==> src/rtl/tuse_tnew_hazard_unit_pkg.sv <==
// Shared encodings and helpers for the Tuse/Tnew stall/forward controller.
// Widths here are upper bounds; the unit slices them down to its own TW.
package tuse_tnew_hazard_unit_pkg;

    typedef enum logic [1:0] {
        FWD_RF = 2'd0,
        FWD_E  = 2'd1,
        FWD_M  = 2'd2,
        FWD_W  = 2'd3
    } fwd_sel_e;

    localparam int TW_MAX = 8;

    // All-ones Tuse marks a source the instruction does not read.
    localparam logic [TW_MAX-1:0] TUSE_NONE = '1;

    function automatic logic [TW_MAX-1:0] sat_dec(input logic [TW_MAX-1:0] v);
        return (v == '0) ? v : v - TW_MAX'(1);
    endfunction

endpackage

==> src/rtl/tuse_tnew_hazard_unit_if.sv <==
// Decode-side bundle between the decoder (master) and the hazard unit (slave).
interface tuse_tnew_hazard_unit_if #(
    parameter int RA_W = 5,
    parameter int TW   = 2
);
    logic            d_valid;
    logic [RA_W-1:0] d_rs;
    logic [RA_W-1:0] d_rt;
    logic [TW-1:0]   d_rs_tuse;
    logic [TW-1:0]   d_rt_tuse;
    logic [RA_W-1:0] d_wa;
    logic [TW-1:0]   d_tnew;
    logic            d_md_start;
    logic            d_md_div;
    logic            d_md_use;

    logic            stall;
    logic            pc_en;
    logic            d_en;
    logic            e_clr;
    logic [1:0]      fwd_rs_d;
    logic [1:0]      fwd_rt_d;
    logic [1:0]      fwd_rs_e;
    logic [1:0]      fwd_rt_e;
    logic            fwd_rt_m;
    logic            md_busy;

    modport master (
        output d_valid, d_rs, d_rt, d_rs_tuse, d_rt_tuse, d_wa, d_tnew,
               d_md_start, d_md_div, d_md_use,
        input  stall, pc_en, d_en, e_clr, fwd_rs_d, fwd_rt_d,
               fwd_rs_e, fwd_rt_e, fwd_rt_m, md_busy
    );

    modport slave (
        input  d_valid, d_rs, d_rt, d_rs_tuse, d_rt_tuse, d_wa, d_tnew,
               d_md_start, d_md_div, d_md_use,
        output stall, pc_en, d_en, e_clr, fwd_rs_d, fwd_rt_d,
               fwd_rs_e, fwd_rt_e, fwd_rt_m, md_busy
    );

endinterface

==> src/rtl/tuse_tnew_hazard_unit_md_busy_ctr.sv <==
// Multiply/divide busy timer: loads a latency when an md op enters E,
// then counts down; busy while nonzero.
module tuse_tnew_hazard_unit_md_busy_ctr
    import tuse_tnew_hazard_unit_pkg::*;
#(
    parameter int CNT_W = 4
) (
    input  logic             clk,
    input  logic             reset,
    input  logic             load,
    input  logic [CNT_W-1:0] load_val,
    output logic             busy
);

    logic [CNT_W-1:0] cnt_q;
    logic [CNT_W-1:0] cnt_d;

    always_comb begin
        cnt_d = cnt_q;
        if (load) begin
            cnt_d = load_val;
        end else if (cnt_q != '0) begin
            cnt_d = cnt_q - CNT_W'(1);
        end
    end

    always_ff @(posedge clk) begin
        if (reset) begin
            cnt_q <= '0;
        end else begin
            cnt_q <= cnt_d;
        end
    end

    assign busy = (cnt_q != '0);

endmodule

==> src/rtl/tuse_tnew_hazard_unit.sv <==
// Stall/forward controller for the F/D/E/M/W pipeline, driven by decoder Tuse/Tnew.
// Keeps a shadow of producer info for E, M and W and compares D/E/M sources against it.
module tuse_tnew_hazard_unit
    import tuse_tnew_hazard_unit_pkg::*;
#(
    parameter int RA_W     = 5,
    parameter int TW       = 2,
    parameter int MULT_LAT = 5,
    parameter int DIV_LAT  = 10,
    parameter int CNT_W    = 4
) (
    input  logic                    clk,
    input  logic                    reset,
    tuse_tnew_hazard_unit_if.slave  hz
);

    localparam logic [TW-1:0] TUSE_NO = TUSE_NONE[TW-1:0];

    typedef struct packed {
        logic [RA_W-1:0] wa;
        logic [TW-1:0]   tnew;
    } prod_t;

    localparam prod_t NO_PROD = '0;

    // E keeps both sources, M only rt (store data), W only its producer info.
    prod_t           e_prod_q, e_prod_d;
    logic [RA_W-1:0] e_rs_q, e_rs_d;
    logic [RA_W-1:0] e_rt_q, e_rt_d;
    prod_t           m_prod_q, m_prod_d;
    logic [RA_W-1:0] m_rt_q, m_rt_d;
    prod_t           w_prod_q, w_prod_d;

    logic             stall;
    logic             md_busy;
    logic             md_load;
    logic [CNT_W-1:0] md_load_val;

    function automatic logic [TW-1:0] tnew_step(input logic [TW-1:0] t);
        return TW'(sat_dec(TW_MAX'(t)));
    endfunction

    // Youngest of E/M wins; an older match behind it is irrelevant.
    function automatic logic src_hazard(
        input logic [RA_W-1:0] src,
        input logic [TW-1:0]   tuse,
        input prod_t           e,
        input prod_t           m
    );
        logic haz;
        haz = 1'b0;
        if ((src != '0) && (tuse != TUSE_NO)) begin
            if (e.wa == src) begin
                haz = (e.tnew > tuse);
            end else if (m.wa == src) begin
                haz = (m.tnew > tuse);
            end
        end
        return haz;
    endfunction

    function automatic logic [1:0] fwd_pick(
        input logic [RA_W-1:0] src,
        input logic            see_e,
        input prod_t           e,
        input prod_t           m,
        input prod_t           w
    );
        logic [1:0] sel;
        sel = FWD_RF;
        if (src != '0) begin
            if (see_e && (e.wa == src)) begin
                sel = (e.tnew == '0) ? FWD_E : FWD_RF;
            end else if (m.wa == src) begin
                sel = (m.tnew == '0) ? FWD_M : FWD_RF;
            end else if (w.wa == src) begin
                sel = (w.tnew == '0) ? FWD_W : FWD_RF;
            end
        end
        return sel;
    endfunction

    always_comb begin
        stall = 1'b0;
        if (hz.d_valid) begin
            stall = src_hazard(hz.d_rs, hz.d_rs_tuse, e_prod_q, m_prod_q)
                  | src_hazard(hz.d_rt, hz.d_rt_tuse, e_prod_q, m_prod_q)
                  | (hz.d_md_use & md_busy);
        end
    end

    assign hz.stall   = stall;
    assign hz.pc_en   = ~stall;
    assign hz.d_en    = ~stall;
    assign hz.e_clr   = stall;
    assign hz.md_busy = md_busy;

    assign hz.fwd_rs_d = hz.d_valid ? fwd_pick(hz.d_rs, 1'b1, e_prod_q, m_prod_q, w_prod_q) : FWD_RF;
    assign hz.fwd_rt_d = hz.d_valid ? fwd_pick(hz.d_rt, 1'b1, e_prod_q, m_prod_q, w_prod_q) : FWD_RF;
    assign hz.fwd_rs_e = fwd_pick(e_rs_q, 1'b0, e_prod_q, m_prod_q, w_prod_q);
    assign hz.fwd_rt_e = fwd_pick(e_rt_q, 1'b0, e_prod_q, m_prod_q, w_prod_q);
    assign hz.fwd_rt_m = (m_rt_q != '0) && (w_prod_q.wa == m_rt_q) && (w_prod_q.tnew == '0);

    always_comb begin
        w_prod_d      = m_prod_q;
        w_prod_d.tnew = tnew_step(m_prod_q.tnew);
        m_prod_d      = e_prod_q;
        m_prod_d.tnew = tnew_step(e_prod_q.tnew);
        m_rt_d        = e_rt_q;
        e_prod_d      = NO_PROD;
        e_rs_d        = '0;
        e_rt_d        = '0;
        if (hz.d_valid && !stall) begin
            e_prod_d.wa   = hz.d_wa;
            e_prod_d.tnew = hz.d_tnew;
            e_rs_d        = hz.d_rs;
            e_rt_d        = hz.d_rt;
        end
    end

    always_ff @(posedge clk) begin
        if (reset) begin
            e_prod_q <= NO_PROD;
            e_rs_q   <= '0;
            e_rt_q   <= '0;
            m_prod_q <= NO_PROD;
            m_rt_q   <= '0;
            w_prod_q <= NO_PROD;
        end else begin
            e_prod_q <= e_prod_d;
            e_rs_q   <= e_rs_d;
            e_rt_q   <= e_rt_d;
            m_prod_q <= m_prod_d;
            m_rt_q   <= m_rt_d;
            w_prod_q <= w_prod_d;
        end
    end

    assign md_load     = hz.d_valid & hz.d_md_start & ~stall;
    assign md_load_val = hz.d_md_div ? CNT_W'(DIV_LAT) : CNT_W'(MULT_LAT);

    tuse_tnew_hazard_unit_md_busy_ctr #(
        .CNT_W (CNT_W)
    ) u_md_busy_ctr (
        .clk      (clk),
        .reset    (reset),
        .load     (md_load),
        .load_val (md_load_val),
        .busy     (md_busy)
    );

endmodule
==> src/flat_wrapper.sv <==
// flat-port wrapper written by rule: the top's interface ports become plain ports
module tuse_tnew_hazard_unit_flat import tuse_tnew_hazard_unit_pkg::*;
#(
    parameter int RA_W     = 5,
    parameter int TW       = 2,
    parameter int MULT_LAT = 5,
    parameter int DIV_LAT  = 10,
    parameter int CNT_W    = 4
)
  (clk, reset, hz_d_valid, hz_d_rs, hz_d_rt, hz_d_rs_tuse, hz_d_rt_tuse, hz_d_wa, hz_d_tnew, hz_d_md_start, hz_d_md_div, hz_d_md_use, hz_stall, hz_pc_en, hz_d_en, hz_e_clr, hz_fwd_rs_d, hz_fwd_rt_d, hz_fwd_rs_e, hz_fwd_rt_e, hz_fwd_rt_m, hz_md_busy);
  tuse_tnew_hazard_unit_if #(.RA_W(RA_W), .TW(TW)) hz_i ();
  input  logic clk;
  input  logic reset;
  input wire logic [$bits(hz_i.d_valid)-1:0] hz_d_valid;
  input wire logic [$bits(hz_i.d_rs)-1:0] hz_d_rs;
  input wire logic [$bits(hz_i.d_rt)-1:0] hz_d_rt;
  input wire logic [$bits(hz_i.d_rs_tuse)-1:0] hz_d_rs_tuse;
  input wire logic [$bits(hz_i.d_rt_tuse)-1:0] hz_d_rt_tuse;
  input wire logic [$bits(hz_i.d_wa)-1:0] hz_d_wa;
  input wire logic [$bits(hz_i.d_tnew)-1:0] hz_d_tnew;
  input wire logic [$bits(hz_i.d_md_start)-1:0] hz_d_md_start;
  input wire logic [$bits(hz_i.d_md_div)-1:0] hz_d_md_div;
  input wire logic [$bits(hz_i.d_md_use)-1:0] hz_d_md_use;
  output wire logic [$bits(hz_i.stall)-1:0] hz_stall;
  output wire logic [$bits(hz_i.pc_en)-1:0] hz_pc_en;
  output wire logic [$bits(hz_i.d_en)-1:0] hz_d_en;
  output wire logic [$bits(hz_i.e_clr)-1:0] hz_e_clr;
  output wire logic [$bits(hz_i.fwd_rs_d)-1:0] hz_fwd_rs_d;
  output wire logic [$bits(hz_i.fwd_rt_d)-1:0] hz_fwd_rt_d;
  output wire logic [$bits(hz_i.fwd_rs_e)-1:0] hz_fwd_rs_e;
  output wire logic [$bits(hz_i.fwd_rt_e)-1:0] hz_fwd_rt_e;
  output wire logic [$bits(hz_i.fwd_rt_m)-1:0] hz_fwd_rt_m;
  output wire logic [$bits(hz_i.md_busy)-1:0] hz_md_busy;
  assign hz_i.d_valid = hz_d_valid;
  assign hz_i.d_rs = hz_d_rs;
  assign hz_i.d_rt = hz_d_rt;
  assign hz_i.d_rs_tuse = hz_d_rs_tuse;
  assign hz_i.d_rt_tuse = hz_d_rt_tuse;
  assign hz_i.d_wa = hz_d_wa;
  assign hz_i.d_tnew = hz_d_tnew;
  assign hz_i.d_md_start = hz_d_md_start;
  assign hz_i.d_md_div = hz_d_md_div;
  assign hz_i.d_md_use = hz_d_md_use;
  assign hz_stall = hz_i.stall;
  assign hz_pc_en = hz_i.pc_en;
  assign hz_d_en = hz_i.d_en;
  assign hz_e_clr = hz_i.e_clr;
  assign hz_fwd_rs_d = hz_i.fwd_rs_d;
  assign hz_fwd_rt_d = hz_i.fwd_rt_d;
  assign hz_fwd_rs_e = hz_i.fwd_rs_e;
  assign hz_fwd_rt_e = hz_i.fwd_rt_e;
  assign hz_fwd_rt_m = hz_i.fwd_rt_m;
  assign hz_md_busy = hz_i.md_busy;
  tuse_tnew_hazard_unit #(.RA_W(RA_W), .TW(TW), .MULT_LAT(MULT_LAT), .DIV_LAT(DIV_LAT), .CNT_W(CNT_W)) u_core (.clk(clk), .reset(reset), .hz(hz_i));
endmodule
==> config.mk <==
export PLATFORM = sky130hd
export DESIGN_NAME = tuse_tnew_hazard_unit_flat
export DESIGN_NICKNAME = d
export VERILOG_FILES = /design/src/rtl/tuse_tnew_hazard_unit_pkg.sv /design/src/rtl/tuse_tnew_hazard_unit_if.sv /design/src/rtl/tuse_tnew_hazard_unit_md_busy_ctr.sv /design/src/rtl/tuse_tnew_hazard_unit.sv /design/src/flat_wrapper.sv
export SDC_FILE = /design/constraint.sdc
export NUM_CORES = 1
export LEC_CHECK = 0
export CELL_PAD_IN_SITES_DETAIL_PLACEMENT = 1
export CELL_PAD_IN_SITES_GLOBAL_PLACEMENT = 2
export CORE_MARGIN = 2
export CORE_UTILIZATION = 36
export CTS_BUF_LIST = sky130_fd_sc_hd__clkbuf_8
export DETAILED_ROUTE_END_ITERATION = 8
export HOLD_SLACK_MARGIN = 0.15
export PLACE_DENSITY_LB_ADDON = 0.12
export SYNTH_ARGS = -nofsm -noshare
export SYNTH_HDL_FRONTEND = slang
export SYNTH_SLANG_ARGS = --single-unit
==> constraint.sdc <==
create_clock -name clk -period 5.7 [get_ports clk]
set_input_delay 1.71 -clock clk [delete_from_list [all_inputs] [get_ports clk]]
set_output_delay 1.71 -clock clk [all_outputs]
set_load 0.03 [all_outputs]
==> metrics.sh <==
RRSETUPSLACK_PS=3670
GLOBALROUTETOTALUTIL=0.181
CLOCK_SINK_COUNT=40
SYNTH_AREA_LEADERS='dfxtp_1, xor2_1, xnor2_1, ha_1, and2_2'
MIN_DELAY_WORST_ENDPOINT='u_core.w_prod_q[0]'
WORST_SETUP_HOLD_PATH_CLK_SLEW_PS=80
ARR_TIME_CRIT_PATH_PS=3870
CTS_SETUP_BUFFERS=0
GRT_OVERFLOW=0
FRACTION_OF_THE_MAPPED_NETLIST_AREA_IN_COMPOUND_GATES=0.0760
SYNTHTOLAYOUTAREAGROWTH_PCT=27.4
SYNTH.FF_LATCH_COUNT=40
LIBRARY_CELL_OCCUPYING_THE_MOST_AREA_IN_THE_POST_SYNTHESIS_NETLIST='dfxtp_1'
NUMBER_OF_NETS_AT_THE_END_OF_THE_FLOW=347
TIMING.SLEW.HEADROOM=0.297
CRITICAL-PATH-SLOWEST-CELL='or4_1'
HOLD_WS_PS=462
CLOCK_TREE_FROM_TRITONCTS='done'
SYNTH_TOP_FAMILY_BY_AREA='simple AND/OR/NAND/NOR gates'
YOSYS_MOST_USED_DFF='dfxtp_1'
DIE_W_UM=84.9
STATIC-LEAKAGE-POWER_nW=1.30
REGTOREGENDPOINT='u_core.u_md_busy_ctr.cnt_q[2]'
SYNTH_ADDER_AREA_SHARE=0.0532
WORST-SETUP-PATH-TYPE='in2out'
SKEW_PS=6.16
DP_HPWL_MM=4.76
AVGVIACOUNTPERCELL=4.88
GRT_START_MAX_NET_PINS=27
YOSYSTOPAREACELLSHARE=0.340
SYNTH-SIMPLE-AREA-SHARE=0.269
DIE_AREA_UM2=7200
FINAL_LAYOUT_SIZE_SUFFIX_GT1_FRAC=0.170
VIA_COUNT=1894
DRT_PRE_ANTENNA_ITERS=4
CRIT_PATH_END_KIND='output pin'
SHORTEST_PERIOD_THE_WORST_PATH_ALLOWS_PS=5580
WORST_SLEW_PIN_SLEW_PS=1050
SHARE_OF_CELL_AREA_TAKEN_BY_MUXES_AFTER_SYNTHESIS=0.00425
GRT_PASS1_WL_MM=10.2
GRT_ANTENNA_BEFORE_REPAIR=0
PEAKVDDDROP_V=0.000149
ASYNC_FLOP_SHARE=0
HOLD-PATH-CELL-COUNT=1
CAP_VIOL_MAX_COUNT=0
TOTALWIRELENGTH_MM=6.03
GRT_PASS1_VIAS=2069
INITIAL_CORE_UTILIZATION=0.371
OUTCOME='finished, final reports clean'
CTS_BUFFERS=5
ROUTEDWLPERCELL_UM=15.5
CP.REQUIRED_PS=3990
DETAIL_ROUTE.ITER0.VIOLATIONS=38
DP_WORST_SETUP_SLACK_PS=-132
FINALWORSTSETUPSLACK_PS=118
HP-CLASS='reg2reg'
FIN_AREA_UM2=3000
BOUNDARYPINS=41
DIE_HEIGHT_UM=84.9
CTSROOTBUFFERMASTER='clkbuf_8'
CLOCK_LATENCY_PS=300
DPL-INSTANCE-AREA_UM2=2880
CRIT_PATH_MAX_INCR_DELAY_PS=610
FINAL_MIN_PERIOD_OVER_CLOCK_PERIOD=0.979
TIMING.CRITICAL_PATH.CELLS='clkdlybuf4s50_1, or4_1, o21ai_2, a211o_2, a2bb2oi_4, nand3_1, and2_1, dlygate4sd2_1'
R2R_START='u_core.e_prod_q[0]'
PORT_BUFFERS=40
ANTENNA_VIOLATING_NETS_POST_ROUTE=0
ACHIEVABLE-FREQUENCY_GHz=0.179
GP_CONGESTION=0.858
POST-ROUTE-UTIL=0.472
DRC=0
P_PER_AREA_nW_PER_UM2=308
CRIT_PATH_START='hz_d_rs[3]'
SYNTHESIZED_NETLIST_CELL_COUNT=264
SETUP_VIOL=0
YOSYSWARNINGCOUNT=0
YOSYSSEQAREASHARE=0.340
FILLERS=731
POST_CTS_HOLD_BUFFER_COUNT=0
HOLDCRITSTARTPOINT='u_core.m_prod_q[0]'
FINALSETUPTNS_PS=0
MEAN_INSTANCE_SIZE_IN_THE_SYNTHESIZED_NETLIST_UM2=8.91
CLOCK_BUFFER_DEPTH=2
INSERTEDDIODECOUNT=0
STD_CELL_ROWS=29
SYNTH_XOR_XNOR_AREA_SHARE=0.208
WORST_SETUP_PATH_START_KIND='input port'
WORST-PATH-MAX-FANOUT=2
REG2REGPATHDEPTH=7
SYNTH_NETS=301
TOTAL_CORE_AREA_UM2=6350
CLOCK_TREE.HTREE_LEVEL_COUNT=2
POST_SYNTH_NUM_CELL_TYPES=40
TIMING_MAX_TRANSITION_VIOLATIONS_FINAL=0
SYNTH_ENABLE_FLOP_CELLS=0
TIMING.FINAL.HOLD_VIOLATIONS=0
GRT_SETUP_UNREPAIRED='no'
SYNTH.CELL_AREA_UM2=2350
==> report_power, final <==
| part | switching [mW] | internal [mW] |
|---|---|---|
| logic | 0.181 | 0.163 |
| clock network | 0.111 | 0.132 |
| registers | 0.0283 | 0.308 |
| total | 0.320 | 0.602 |
==> cell usage after synthesis, types with 2 or more instances <==
master / count
nand4_1: 4
a21oi_1: 8
or4_1: 3
nand2_1: 9
nor3_1: 12
buf_4: 2
dfxtp_1: 40
nand3_1: 9
clkbuf_1: 12
o21ai_0: 5
inv_1: 9
xnor2_1: 27
o21bai_1: 2
and2_1: 4
xor2_1: 29
and3_1: 2
nor3b_1: 5
nor2_1: 12
and2_2: 16
o31ai_1: 3
nor4_1: 6
ha_1: 10
nor2b_1: 18
==> placed cells by master (no fill, tap or decap), types with 2 or more instances in the layout <==
| cell type | Yosys | routed |
|---|---|---|
| xor2_1 | 29 | 29 |
| ha_1 | 10 | 10 |
| dlygate4sd2_1 | 0 | 2 |
| nor4_1 | 6 | 6 |
| nand3_1 | 9 | 9 |
| nor2_1 | 12 | 12 |
| xnor2_1 | 27 | 27 |
| nand2_1 | 9 | 9 |
| nand4_1 | 4 | 4 |
| or4_1 | 3 | 3 |
| and3_1 | 2 | 2 |
| a21oi_1 | 8 | 8 |
| nor3b_1 | 5 | 5 |
| and2_2 | 16 | 16 |
| o21ai_0 | 5 | 5 |
| o31ai_1 | 3 | 3 |
| o21bai_1 | 2 | 2 |
| nor2b_1 | 18 | 18 |
| clkbuf_8 | 0 | 5 |
| inv_1 | 9 | 9 |
| and2_1 | 4 | 4 |
| clkdlybuf4s50_1 | 0 | 32 |
| nor3_1 | 12 | 12 |
| dfxtp_1 | 40 | 40 |
| buf_4 | 2 | 21 |
==> area by class of cell <==
cell class	count	area [um2]	area share
tap	77	96.3	0.0321
clock inverter	3	46.3	0.0154
sequential	40	801	0.267
multi-input combinational	198	1440	0.482
clock buffer	5	68.8	0.0230
timing repair buffer	56	508	0.169
inverter	9	33.8	0.0113
==> registers in the layout, indices dropped and copies added (netlist names) <==
register / count
u_core.e_prod_q: 7
u_core.e_rs_q: 5
u_core.e_rt_q: 5
u_core.m_prod_q: 7
u_core.m_rt_q: 5
u_core.u_md_busy_ctr.cnt_q: 4
u_core.w_prod_q: 7
==> critical path, delay by kind of cell <==
family                 cells  cell delay (ps)
AO/OA/AOI/OAI              3              470
buffers and inverters      2              780
AND/OR/NAND/NOR            3              900
==> layer usage <==
| metal | routed length [um] | global-route usage |
|---|---|---|
| met5 | 0 | 0 |
| met4 | 60 | 0.0476 |
| met3 | 128 | 0.0233 |
| met2 | 2960 | 0.313 |
| met1 | 2880 | 0.238 |
==> kinds of logic (layout without fill, tap and decap cells) <==
kind of cell | count (synthesis) | after routing
simple gates | 106 | 106
buf+inv | 26 | 73
compound gates | 25 | 25
fa+ha+maj | 10 | 10
xor+xnor | 56 | 56
mux | 1 | 1
flops | 40 | 40
==> worst max-delay path by stage <==
stage / endpoint / slack [ps] / cells past startpoint
floorplan: hz_fwd_rs_d[1] / 680 / 7
global placement: hz_e_clr / -70 / 8
detailed placement: hz_e_clr / -130 / 8
CTS: hz_fwd_rt_d[0] / 20 / 8
global route: hz_e_clr / 6 / 10
finish: hz_e_clr / 120 / 8
==> repair_timing <==
item,4_1_cts,5_1_grt
pin swaps,0,0
setup endpoints to repair,2,3
resized for setup,2,2
==> per-stage QoR <==
step,std cells,power [mW]
after detailed placement,380,0.694
final,388,0.922
after floorplan,264,0.578
after global placement,380,0.688
after CTS,388,0.934
after global routing,388,0.983
Power figures use the tool's default switching activity.
